### config.mk
export PLATFORM = sky130hd
export DESIGN_NAME = fetch_sequencer_flat
export DESIGN_NICKNAME = d
export VERILOG_FILES = /design/src/rtl/nsc8_pkg.sv /design/src/rtl/fetch_sequencer_if.sv /design/src/rtl/fetch_sequencer_seq_decode.sv /design/src/rtl/fetch_sequencer.sv /design/src/flat_wrapper.sv
export SDC_FILE = /design/constraint.sdc
export NUM_CORES = 1
export LEC_CHECK = 0
export CAP_MARGIN = 20
export CORE_AREA = 2 2 39 41
export CTS_CLUSTER_DIAMETER = 150
export DETAILED_ROUTE_END_ITERATION = 8
export DIE_AREA = 0 0 41 43
export PLACE_DENSITY = 0.63
export SLEW_MARGIN = 20
export SYNTH_ARGS = -nofsm -noshare
export SYNTH_HDL_FRONTEND = slang
export SYNTH_HIERARCHICAL = 1
export SYNTH_SLANG_ARGS = --single-unit
### constraint.sdc
create_clock -name clk -period 3.55 [get_ports clk]
set_clock_uncertainty 0.2 [all_clocks]
set_input_delay 0.71 -clock clk [delete_from_list [all_inputs] [get_ports clk]]
set_output_delay 0.71 -clock clk [all_outputs]
set_load 0.02 [all_outputs]
### src/rtl/nsc8_pkg.sv
// -----------------------------------------------------------------------------
// nsc8_pkg
// Shared definitions for the NSC8 control unit: opcode constants, the fetch
// sequencer state encoding and the bit positions of the control word that the
// decoder produces and the top-level fans out to the PC/MAR/RAM/IR strobes.
// Optional build macro used by consumers of this package: SINGLE_STEP_EN.
// -----------------------------------------------------------------------------
package nsc8_pkg;

   // Opcodes (instr[7:4])
   localparam logic [3:0] OP_NOP = 4'h0;
   localparam logic [3:0] OP_JMP = 4'h6;
   localparam logic [3:0] OP_JC  = 4'h7;
   localparam logic [3:0] OP_JZ  = 4'h8;
   localparam logic [3:0] OP_HLT = 4'hF;

   // State encoding
   localparam logic [2:0] ST_INIT = 3'd0;
   localparam logic [2:0] ST_T0   = 3'd1;
   localparam logic [2:0] ST_T1   = 3'd2;
   localparam logic [2:0] ST_T2   = 3'd3;
   localparam logic [2:0] ST_HALT = 3'd4;

   typedef enum logic [2:0] {
      S_INIT = ST_INIT,
      S_T0   = ST_T0,
      S_T1   = ST_T1,
      S_T2   = ST_T2,
      S_HALT = ST_HALT
   } state_t;

   // Control-word bit indices
   localparam int CW_PC_RESET = 0;
   localparam int CW_PC_OUT   = 1;
   localparam int CW_PC_COUNT = 2;
   localparam int CW_PC_JUMP  = 3;
   localparam int CW_MAR_IN   = 4;
   localparam int CW_RAM_OUT  = 5;
   localparam int CW_IR_IN    = 6;
   localparam int CW_IR_OUT   = 7;
   localparam int CW_HALTED   = 8;
   localparam int CW_W        = 9;

   typedef logic [CW_W-1:0] cw_t;

   // Strobes that write or update state somewhere; bus drivers and halted
   // are excluded because they only reflect the current state.
   localparam cw_t CW_WRITE_MASK = cw_t'((1 << CW_PC_RESET) | (1 << CW_PC_COUNT) |
                                         (1 << CW_PC_JUMP)  | (1 << CW_MAR_IN)   |
                                         (1 << CW_IR_IN));

endpackage

### src/rtl/fetch_sequencer_if.sv
// -----------------------------------------------------------------------------
// fetch_sequencer_if
// Groups the fetch sequencer's control-side signals.
//   instr, flag_carry, flag_zero : IR contents and registered ALU flags
//   pc_reset, pc_out, pc_count, pc_jump : program counter controls
//   mar_in, ram_out, ir_in, ir_out      : fetch path enables
//   halted, t_step                      : status
// master = the sequencer, slave = the datapath side receiving the strobes.
// -----------------------------------------------------------------------------
interface fetch_sequencer_if;
   logic [7:0] instr;
   logic       flag_carry;
   logic       flag_zero;
   logic       pc_reset;
   logic       pc_out;
   logic       pc_count;
   logic       pc_jump;
   logic       mar_in;
   logic       ram_out;
   logic       ir_in;
   logic       ir_out;
   logic       halted;
   logic [1:0] t_step;

   modport master (
      input  instr, flag_carry, flag_zero,
      output pc_reset, pc_out, pc_count, pc_jump,
             mar_in, ram_out, ir_in, ir_out, halted, t_step
   );

   modport slave (
      output instr, flag_carry, flag_zero,
      input  pc_reset, pc_out, pc_count, pc_jump,
             mar_in, ram_out, ir_in, ir_out, halted, t_step
   );
endinterface

### src/rtl/fetch_sequencer_seq_decode.sv
// -----------------------------------------------------------------------------
// seq_decode
// Combinational map from (state, opcode, flags) to control word, next state
// and T-step number.
//   i_state      : current sequencer state
//   i_opcode     : instr[7:4], only meaningful in T2
//   i_flag_carry : carry flag, consulted for JC in T2
//   i_flag_zero  : zero flag, consulted for JZ in T2
//   o_cw         : control word (bit positions from nsc8_pkg)
//   o_next       : next state
//   o_t_step     : 0/1/2 in T0/T1/T2, 0 otherwise
// -----------------------------------------------------------------------------
module seq_decode
   import nsc8_pkg::*;
(
   input  state_t     i_state,
   input  logic [3:0] i_opcode,
   input  logic       i_flag_carry,
   input  logic       i_flag_zero,
   output cw_t        o_cw,
   output state_t     o_next,
   output logic [1:0] o_t_step
);

   logic w_take_jump;

   always_comb begin
      o_cw        = '0;
      o_next      = S_INIT;
      o_t_step    = 2'd0;
      w_take_jump = 1'b0;
      unique case (i_state)
         S_INIT: begin
            o_cw[CW_PC_RESET] = 1'b1;
            o_next            = S_T0;
         end
         S_T0: begin
            o_cw[CW_PC_OUT] = 1'b1;
            o_cw[CW_MAR_IN] = 1'b1;
            o_next          = S_T1;
         end
         S_T1: begin
            o_cw[CW_RAM_OUT]  = 1'b1;
            o_cw[CW_IR_IN]    = 1'b1;
            o_cw[CW_PC_COUNT] = 1'b1;
            o_next            = S_T2;
            o_t_step          = 2'd1;
         end
         S_T2: begin
            o_t_step = 2'd2;
            o_next   = (i_opcode == OP_HLT) ? S_HALT : S_T0;
            case (i_opcode)
               OP_JMP:  w_take_jump = 1'b1;
               OP_JC:   w_take_jump = i_flag_carry;
               OP_JZ:   w_take_jump = i_flag_zero;
               default: w_take_jump = 1'b0;
            endcase
            // A taken jump puts the operand on the bus and loads the PC from it.
            o_cw[CW_IR_OUT]  = w_take_jump;
            o_cw[CW_PC_JUMP] = w_take_jump;
         end
         S_HALT: begin
            o_cw[CW_HALTED] = 1'b1;
            o_next          = S_HALT;
         end
         default: o_next = S_INIT;
      endcase
   end

endmodule

### src/rtl/fetch_sequencer.sv
// -----------------------------------------------------------------------------
// fetch_sequencer
// T-state machine (INIT, T0, T1, T2, HALT) that fetches an instruction,
// decodes its opcode and drives the PC load for taken jumps.
// Ports:
//   clk, reset : clock and synchronous active-high reset
//   step_en    : (SINGLE_STEP_EN builds only) advance enable
//   bus        : fetch_sequencer_if.master carrying instr/flags in and all
//                control strobes plus halted/t_step out
// Build macro: SINGLE_STEP_EN adds step_en; while it is low the state holds
// and the write strobes are suppressed, bus drivers follow the held state.
// -----------------------------------------------------------------------------
module fetch_sequencer
   import nsc8_pkg::*;
#(
   parameter int N    = 4,
   parameter int OP_W = 4
)(
   input  logic clk,
   input  logic reset,
`ifdef SINGLE_STEP_EN
   input  logic step_en,
`endif
   fetch_sequencer_if.master bus
);

   state_t     r_state;
   state_t     w_next;
   cw_t        w_cw;
   cw_t        w_cw_gated;
   logic [1:0] w_t_step;
   logic [3:0] w_opcode;
   logic       w_advance;
   logic       w_unused_operand;

   assign w_opcode = 4'(bus.instr[7:8-OP_W]);
   // The operand reaches the bus through the IR, not through this block.
   assign w_unused_operand = ^bus.instr[N-1:0];

   seq_decode u_decode (
      .i_state      (r_state),
      .i_opcode     (w_opcode),
      .i_flag_carry (bus.flag_carry),
      .i_flag_zero  (bus.flag_zero),
      .o_cw         (w_cw),
      .o_next       (w_next),
      .o_t_step     (w_t_step)
   );

`ifdef SINGLE_STEP_EN
   assign w_advance  = step_en;
   assign w_cw_gated = step_en ? w_cw : (w_cw & ~CW_WRITE_MASK);
`else
   assign w_advance  = 1'b1;
   assign w_cw_gated = w_cw;
`endif

   always_ff @(posedge clk) begin
      if (reset)
         r_state <= S_INIT;
      else if (w_advance)
         r_state <= w_next;
   end

   assign bus.pc_reset = w_cw_gated[CW_PC_RESET];
   assign bus.pc_out   = w_cw_gated[CW_PC_OUT];
   assign bus.pc_count = w_cw_gated[CW_PC_COUNT];
   assign bus.pc_jump  = w_cw_gated[CW_PC_JUMP];
   assign bus.mar_in   = w_cw_gated[CW_MAR_IN];
   assign bus.ram_out  = w_cw_gated[CW_RAM_OUT];
   assign bus.ir_in    = w_cw_gated[CW_IR_IN];
   assign bus.ir_out   = w_cw_gated[CW_IR_OUT];
   assign bus.halted   = w_cw_gated[CW_HALTED];
   assign bus.t_step   = w_t_step;

endmodule
### src/flat_wrapper.sv
// flat-port wrapper written by rule: the top's interface ports become plain ports
module fetch_sequencer_flat import nsc8_pkg::*;
#(
   parameter int N    = 4,
   parameter int OP_W = 4
)
  (clk, reset, bus_instr, bus_flag_carry, bus_flag_zero, bus_pc_reset, bus_pc_out, bus_pc_count, bus_pc_jump, bus_mar_in, bus_ram_out, bus_ir_in, bus_ir_out, bus_halted, bus_t_step);
  fetch_sequencer_if bus_i ();
  input  logic clk;
  input  logic reset;
  input wire logic [$bits(bus_i.instr)-1:0] bus_instr;
  input wire logic [$bits(bus_i.flag_carry)-1:0] bus_flag_carry;
  input wire logic [$bits(bus_i.flag_zero)-1:0] bus_flag_zero;
  output wire logic [$bits(bus_i.pc_reset)-1:0] bus_pc_reset;
  output wire logic [$bits(bus_i.pc_out)-1:0] bus_pc_out;
  output wire logic [$bits(bus_i.pc_count)-1:0] bus_pc_count;
  output wire logic [$bits(bus_i.pc_jump)-1:0] bus_pc_jump;
  output wire logic [$bits(bus_i.mar_in)-1:0] bus_mar_in;
  output wire logic [$bits(bus_i.ram_out)-1:0] bus_ram_out;
  output wire logic [$bits(bus_i.ir_in)-1:0] bus_ir_in;
  output wire logic [$bits(bus_i.ir_out)-1:0] bus_ir_out;
  output wire logic [$bits(bus_i.halted)-1:0] bus_halted;
  output wire logic [$bits(bus_i.t_step)-1:0] bus_t_step;
  assign bus_i.instr = bus_instr;
  assign bus_i.flag_carry = bus_flag_carry;
  assign bus_i.flag_zero = bus_flag_zero;
  assign bus_pc_reset = bus_i.pc_reset;
  assign bus_pc_out = bus_i.pc_out;
  assign bus_pc_count = bus_i.pc_count;
  assign bus_pc_jump = bus_i.pc_jump;
  assign bus_mar_in = bus_i.mar_in;
  assign bus_ram_out = bus_i.ram_out;
  assign bus_ir_in = bus_i.ir_in;
  assign bus_ir_out = bus_i.ir_out;
  assign bus_halted = bus_i.halted;
  assign bus_t_step = bus_i.t_step;
  fetch_sequencer #(.N(N), .OP_W(OP_W)) u_core (.clk(clk), .reset(reset), .bus(bus_i));
endmodule
Yosys cells after proc, flatten, opt, wreduce, memory -nomap -nowiden --
Cells that the tools add are included.
Storage, ports and cells: register bits after elaboration 3, input port bits 12, output and inout port bits 11, logic and storage cells 20
Operators by class: eq/ne operators 8, multiplexer cells 10, reduce and logical (&&, ||, !) cells 1
Operators by type and width (count):
- 3-bit one-hot mux with 5 select lines | 1
- 4-bit by 3-bit == test with 1-bit output (second input constant) | 2
- 4-bit == test (second input constant) | 2
- 3-bit by 2-bit == test with 1-bit output (second input constant) | 2
- 1-bit 2-to-1 mux | 5
- 2-bit one-hot mux with 2 select lines | 1
- 3-bit by 1-bit == test with 1-bit output (second input constant) | 1
- 3-bit == test (second input constant) | 1
- 3-bit zero test | 1
- 3-bit 2-to-1 mux | 1
- 1-bit one-hot mux with 3 select lines | 1
- 2-bit 2-to-1 mux | 1

Longest topological paths before layout --
Gate-level depths: netlist of run 1.
word-level depth 3, gate-level depth with buffers 3, mapped depth without buffers 3

By module --
The synthesis of run 1 kept the hierarchy.
By module, submodules not included:
- seq_decode | times used 1, cells each 20, area an instance 170.2 um^2, sequential area each 0.0 um^2
- fetch_sequencer | times used 1, cells each 6, area an instance 78.8 um^2, sequential area each 60.1 um^2

Worst setup path before layout of run 1 --
Ideal clock, no wire load.
path type input to output, start in bus_instr[6], end out bus_ir_out, arrival 1.615 ns, data required time 2.640 ns, path slack 1.025 ns, stages 3, buffers on the path 1, cell sequence nand4bb_1 a221oi_2 buf_4
Between the ends: longest elaborated chain between the ends 3, elaborated cells on any way between the ends 5, those cells by class 3 x eq/ne; 2 x mux
Ends and longest elaborated chain:
- start, declared | line flat_wrapper.sv:11 | input wire logic [$bits(bus_i.instr)-1:0] bus_instr;
- 4-bit == test / 4-bit by 3-bit == test with 1-bit output (equally long branches) | line fetch_sequencer_seq_decode.sv:52 | case (i_opcode)
- 1-bit one-hot mux with 3 select lines * | line fetch_sequencer_seq_decode.sv:52
- 1-bit 2-to-1 mux *
- end, declared | line flat_wrapper.sv:21 | output wire logic [$bits(bus_i.ir_out)-1:0] bus_ir_out;
Every way passes the cells marked *; elsewhere a longest branch is shown, timed or not.

Worst setup path after layout of run 1 --
start in bus_instr[6], end out bus_pc_jump
Between the ends: longest elaborated chain between the ends 3, elaborated cells on any way between the ends 5, those cells by class 3 x eq/ne; 2 x mux
Ends and longest elaborated chain:
- 4-bit == test / 4-bit by 3-bit == test with 1-bit output (equally long branches) | line fetch_sequencer_seq_decode.sv:52
- 1-bit one-hot mux with 3 select lines * | line fetch_sequencer_seq_decode.sv:52
- 1-bit 2-to-1 mux * | line fetch_sequencer_seq_decode.sv:32 | unique case (i_state)
- end, declared | line flat_wrapper.sv:17 | output wire logic [$bits(bus_i.pc_jump)-1:0] bus_pc_jump;
Marks and branches as above.

==> out/metrics.cfg, run 1 <==
[outcome]
outcome = completed

[synthesis]
synth-edff-count = 0
syn_inst = 26
synth.top_cell.area_share_pct = 24.1
yosys.cell_types.count = 16
yosysTopAreaCell = dfxtp_1
syn_area_um2 = 249
yosysSeqAreaShare_pct = 24.1
syn_area_per_cell_um2 = 9.58
synth_fp_nets = 38
synth_flop_cell = dfxtp_1
ys_ff_latch = 3
async_flop_share_pct = 0
yosys_warnings = 6
ys_top_cells_by_area = dfxtp_1 24%, nor3b_2 15%, buf_4 12%, nor2b_1 7.5%, a221oi_2 6.0%

[placed_design]
gp_congestion = 0.666
hpwl_um = 425
placed_area_um2 = 419
placed_cells = 56
numPortBuffers = 18

[clock_network]
clockBufferDepth = 2
cts.htree.levels = 1
cts_tree = built
cts-resized-gates = 0
clockRootBuffer = clkbuf_4
cts_sinks = 3
clk_latency_ps = 230
cts_inserted_buffers = 3
postCtsSetupRepairBufs = 0
hold_buffers = 0
path_clk_slew_ps = 40

[drt]
via_per_inst = 4.33
drt_wl_total_um = 586
first_pass_iters = 3
antenna_left = 0
drc = 0
route.detailed.wl_per_inst_um = 9.77
vias = 260
first_iter_violations = 2

[layout]
reg_top3 = u_core/r_state (3)
antennaDiodeCount = 0
final_common_cell = clkdlybuf4s50_1
final_cell_mix = 18 x clkdlybuf4s50_1, 3 x clkbuf_4, 3 x nor2b_1, 3 x dfxtp_1, 3 x nor3b_2
drive_gt1_share_pct = 20.5
final_net_count = 57
regMostFlops = u_core/r_state
area_growth_pct = 78.9
largest_reg_flops = 3
design_area_um2 = 445
multi_input_area_um2 = 155
nFillCells = 156
stdcell_count = 60
regArea_um2 = 60.1

[sta]
relSlewSlack_pct = 82.9
max_freq_mhz = 305
final_hold_viol_count = 0
post-route-period-util_pct = 92.3
tns_ps = 0
worst_pin_slew_ps = 256
setup_viol = 0
fin_crit_ps = 3280
rsz0062_at_grt = no
drv_slew = 0

[critical_path]
ff2ff_path_depth = 3
start_kind = primary input
critPathRequiredTime_ps = 2640
crit_fanout = 4
worstSetupPathType = primary input to primary output
arrival_ps = 2370
end_kind = primary output

[grt]
gr-usage-all-layers_pct = 7.21
grt_pass1_wl_um = 821
grt_overflow = 0
grt_max_degree = 9
first_global_vias = 219
antenna_found_initial = 0

[die]
io_pins = 23
fp.coreArea_mm2 = 0.00138
die_h_um = 43
dieArea_mm2 = 0.00176
start_util_pct = 18.0
fp-row-count = 14
die_x_um = 41

[pwr]
powerDensity_mw_per_mm2 = 336
leakagePower_nw = 0.165
vdd_drop_max_uv = 179

[worst_hold_path]
hold_class = register to register
hold-path-cell-count = 2

[run]
maxCapViolCount = 0

-- worst max-delay path: stages --
cell	delay (ps)
clkdlybuf4s50_1	460
nand4bb_1	230
a221oi_2	320
clkdlybuf4s50_1	650
-- metal layers --
layer,global-route usage (%),wire length (µm),vias up
met2,10.0,235,15
li1,-,-,126
met5,0,0,-
met4,2.00,0,0
met1,7.67,247,119
met3,6.81,103,0
-- cell usage after synthesis (2+ instances only) --
| master | instances |
|---|---|
| nor2b_1 | 3 |
| buf_4 | 4 |
| nor3b_2 | 3 |
| nand3b_1 | 2 |
| dfxtp_1 | 3 |
-- area by class of cell --
class	count	share of cell area, %
Multi-Input combinational cell	18	34.8
Tap cell	16	4.49
Clock buffer	4	5.90
Timing Repair Buffer	18	40.4
Sequential cell	3	13.5
Inverter	1	0.843
-- report_power, final --
part | switching, mW | internal, mW | total (mW)
Combinational | 0.0209 | 0.0279 | 0.0487
Sequential | 0.00430 | 0.0361 | 0.0404
Clock | 0.0183 | 0.0422 | 0.0604
Total | 0.0434 | 0.106 | 0.150
-- path summary, 6_finish.rpt --
path / endpoint / slack [ps] / start
hold reg to reg: u_core/r_state[0] / 460 / u_core/r_state[2]
setup reg to reg: u_core/r_state[0] / 2300 / u_core/r_state[2]
hold / removal: u_core/r_state[0] / 460 / u_core/r_state[2]
setup / recovery: bus_pc_jump / 270 / bus_instr[6]
-- metrics by stage --
step	util, %	worst slack [ps]	power, mW	hold WS, ps
after floorplan	-	1020	0.0673	399
after global placement	30.3	276	0.0900	459
after detailed placement	30.3	273	0.0897	449
after CTS	32.2	271	0.154	463
after global routing	32.2	180	0.161	548
final	32.2	275	0.150	462
-- cells by family (layout without fill, tap and decap cells) --
group	Yosys count	after routing	share of synthesized area, %
compound gates	3	3	14.1
buf+inv	5	23	13.6
flops	3	3	24.1
simple gates	15	15	48.2
Power figures use the tool's default switching activity.
==> run 2: changes to the inputs <==
Settings changed: SKIP_CTS_REPAIR_TIMING set to 1.
==> results of run 2 <==
Final layout, timing and power as in run 1 (identical DEF).
==> run 3: changes to the inputs <==
Settings changed: ABC_AREA set to 1, PLACE_DENSITY 0.63 to 0.62.
==> run 3 against run 2 <==
  * Fmax grew 5.8%
  * Hold slack lost 38 ps
  * Count of clock-buffer cells in the layout unchanged
  * First-iteration DRC count shrank 50%
  * Die area unchanged
  * Via count increased by 9.2%
  * Combinational power is 4.5% higher
  * Sequential cell count stayed put
  * Global-route usage increased by 0.72 points
  * Sequential share of layout area grew 0.35 points
  * Utilization fell by 0.81 points
==> out/metrics.cfg, run 3 <==
[outcome]
outcome = completed

[synthesis]
syn_area_per_cell_um2 = 5.66  ; -41%
syn_area_um2 = 238  ; -4.5%
async_flop_share_pct = 0  ; unchanged
yosysTopAreaCell = dfxtp_1
synth_fp_nets = 54  ; +42%
yosys_warnings = 6  ; unchanged
synth_most_common_cell = inv_1
syn_inst = 42  ; +62%
ys_top_cells_by_count = 9 x inv_1, 8 x nand2_1, 7 x nor2_1
yosysSeqAreaShare_pct = 25.3  ; +1.1 points
ys_top_cells_by_area = dfxtp_1 25%, inv_1 14%, buf_4 13%, nand2_1 13%, nor2_1 11%
ys_ff_latch = 3  ; unchanged
synth.top_cell.area_share_pct = 25.3  ; +1.1 points
yosys.cell_types.count = 13  ; -3
synth_flop_cell = dfxtp_1
synth-edff-count = 0  ; unchanged

[grt]
gr-usage-all-layers_pct = 7.93  ; +0.72 points
antenna_found_initial = 0  ; unchanged
grt_pass1_wl_um = 931  ; +13%
first_global_vias = 245  ; +12%
grt_overflow = 0  ; unchanged
grt_max_degree = 7  ; -2

[die]
fp-row-count = 14  ; unchanged
start_util_pct = 17.2  ; -0.81 points
die_x_um = 41  ; unchanged
fp.coreArea_mm2 = 0.00138  ; unchanged
io_pins = 23  ; unchanged
dieArea_mm2 = 0.00176  ; unchanged
die_h_um = 43  ; unchanged

[drt]
antenna_left = 0  ; unchanged
route.detailed.wl_per_inst_um = 7.29  ; -25%
via_per_inst = 3.74  ; -14%
drc = 0  ; unchanged
drt_wl_total_um = 554  ; -5.5%
first_iter_violations = 1  ; -1
vias = 284  ; +9.2%
first_pass_iters = 2  ; -1

[critical_path]
critPathMaxStageDelay_ps = 620  ; -30 ps
worstSetupPathType = primary input to primary output
arrival_ps = 2190  ; -180 ps
slowest_stage = clkdlybuf4s50_1
cp_common_cell = clkdlybuf4s50_1
ff2ff_path_depth = 6  ; +3
crit_chain = clkdlybuf4s50_1 > inv_1 > o21ai_0 > nand3_1 > nor2_1 > clkdlybuf4s50_1
start_kind = primary input
crit_fanout = 2  ; -2
regToRegSetupSlack_ps = 2310  ; about the same
rr_startpoint = u_core/r_state[2]
r2r_end = u_core/r_state[1]
end_kind = primary output
critPathRequiredTime_ps = 2640  ; about the same

[layout]
antennaDiodeCount = 0  ; unchanged
final_net_count = 73  ; +28%
design_area_um2 = 434  ; -2.5%
largest_reg_flops = 3  ; unchanged
reg_top3 = u_core/r_state (3)
final_common_cell = clkdlybuf4s50_1
regMostFlops = u_core/r_state
area_growth_pct = 82.6
final_cell_mix = 18 x clkdlybuf4s50_1, 9 x inv_1, 8 x nand2_1
utilization_pct = 31.4  ; -0.81 points
drive_gt1_share_pct = 8.33  ; -12 points
nFillCells = 162  ; +3.8%
stdcell_count = 76  ; +27%

[clock_network]
cts_sinks = 3  ; unchanged
cts_inserted_buffers = 3  ; unchanged
clockRootBuffer = clkbuf_4
clk_latency_ps = 230  ; about the same
path_clk_slew_ps = 40  ; about the same
cts.htree.levels = 1  ; unchanged
cts_tree = built
clockBufferDepth = 2  ; unchanged

[placed_design]
placed_cells = 72  ; +29%
dp_slack_ps = 448  ; +175 ps
numPortBuffers = 18  ; unchanged
hpwl_um = 448  ; +5.5%
placed_area_um2 = 408  ; -2.7%
gp_congestion = 0.640  ; -3.8%

[pwr]
vdd_drop_max_uv = 127  ; -29%
leakagePower_nw = 0.201  ; +22%
powerDensity_mw_per_mm2 = 344  ; +2.3%
power_uw = 149  ; -0.29%

[sta]
final_hold_viol_count = 0  ; unchanged
relSlewSlack_pct = 80.3  ; -2.6 points
fin_ws_ps = 455  ; +180 ps
holdWs_ps = 425  ; -37.6 ps
max_freq_mhz = 323  ; +5.8%
rsz0062_at_grt = no
drv_slew = 0  ; unchanged
setup_viol = 0  ; unchanged
post-route-period-util_pct = 87.2  ; -5.1 points
fin_crit_ps = 3100  ; -180 ps
tns_ps = 0  ; unchanged
worst_pin_slew_ps = 294  ; +37.5 ps

[worst_hold_path]
min-delay-start = u_core/r_state[1]
min_to = u_core/r_state[0]
hold_class = register to register
hold-path-cell-count = 4  ; +2

[run]
maxCapViolCount = 0  ; unchanged

run 3: area by class of cell:
type	instances	area (µm²)	share of cell area, %
Clock buffer	4	26.3	6.05
Sequential cell	3	60.1	13.8
Inverter	10	37.5	8.65
Multi-Input combinational cell	25	110	25.4
Tap cell	16	20.0	4.61
Timing Repair Buffer	18	180	41.5
run 3: worst max-delay path by stage:
stage	start	to	slack, ps	depth (start not counted)
floorplan	bus_instr[5]	bus_ir_out	1150	5
global placement	bus_instr[5]	bus_pc_jump	450	6
detailed placement	bus_instr[5]	bus_ir_out	450	6
CTS	bus_instr[5]	bus_ir_out	440	6
global route	bus_instr[5]	bus_ir_out	310	6
finish	bus_instr[5]	bus_ir_out	450	6
run 3: routing by layer:
layer  wire length (µm)  global-route usage, %  vias to the layer above
li1                   -                      -                      158
met1                213                   8.36                      120
met2                302                   11.9                        6
met3                 39                   1.57                        0
met4                  0                   8.00                        0
met5                  0                      0                        -
run 3: cell families (layout without fill, tap and decap cells):
group | after synthesis | count (layout) | synth area share [%]
and+or+nand+nor | 23 | 23 | 42.1
buffers and inverters | 14 | 32 | 28.4
DFF | 3 | 3 | 25.3
AOI/OAI and AO/OA | 2 | 2 | 4.21
run 3: worst max-delay path: cells and delay by family:
family          cells  cell delay [ps]
compound gates      1              130
simple gates        2              210
buf+inv             3             1140
run 3: report_power, final:
group          internal [mW]  leakage [nW]  switching, mW
Sequential            0.0362        0.0247        0.00320
Clock                 0.0421        0.0150         0.0168
Combinational         0.0264         0.161         0.0245
Total                  0.105         0.201         0.0445
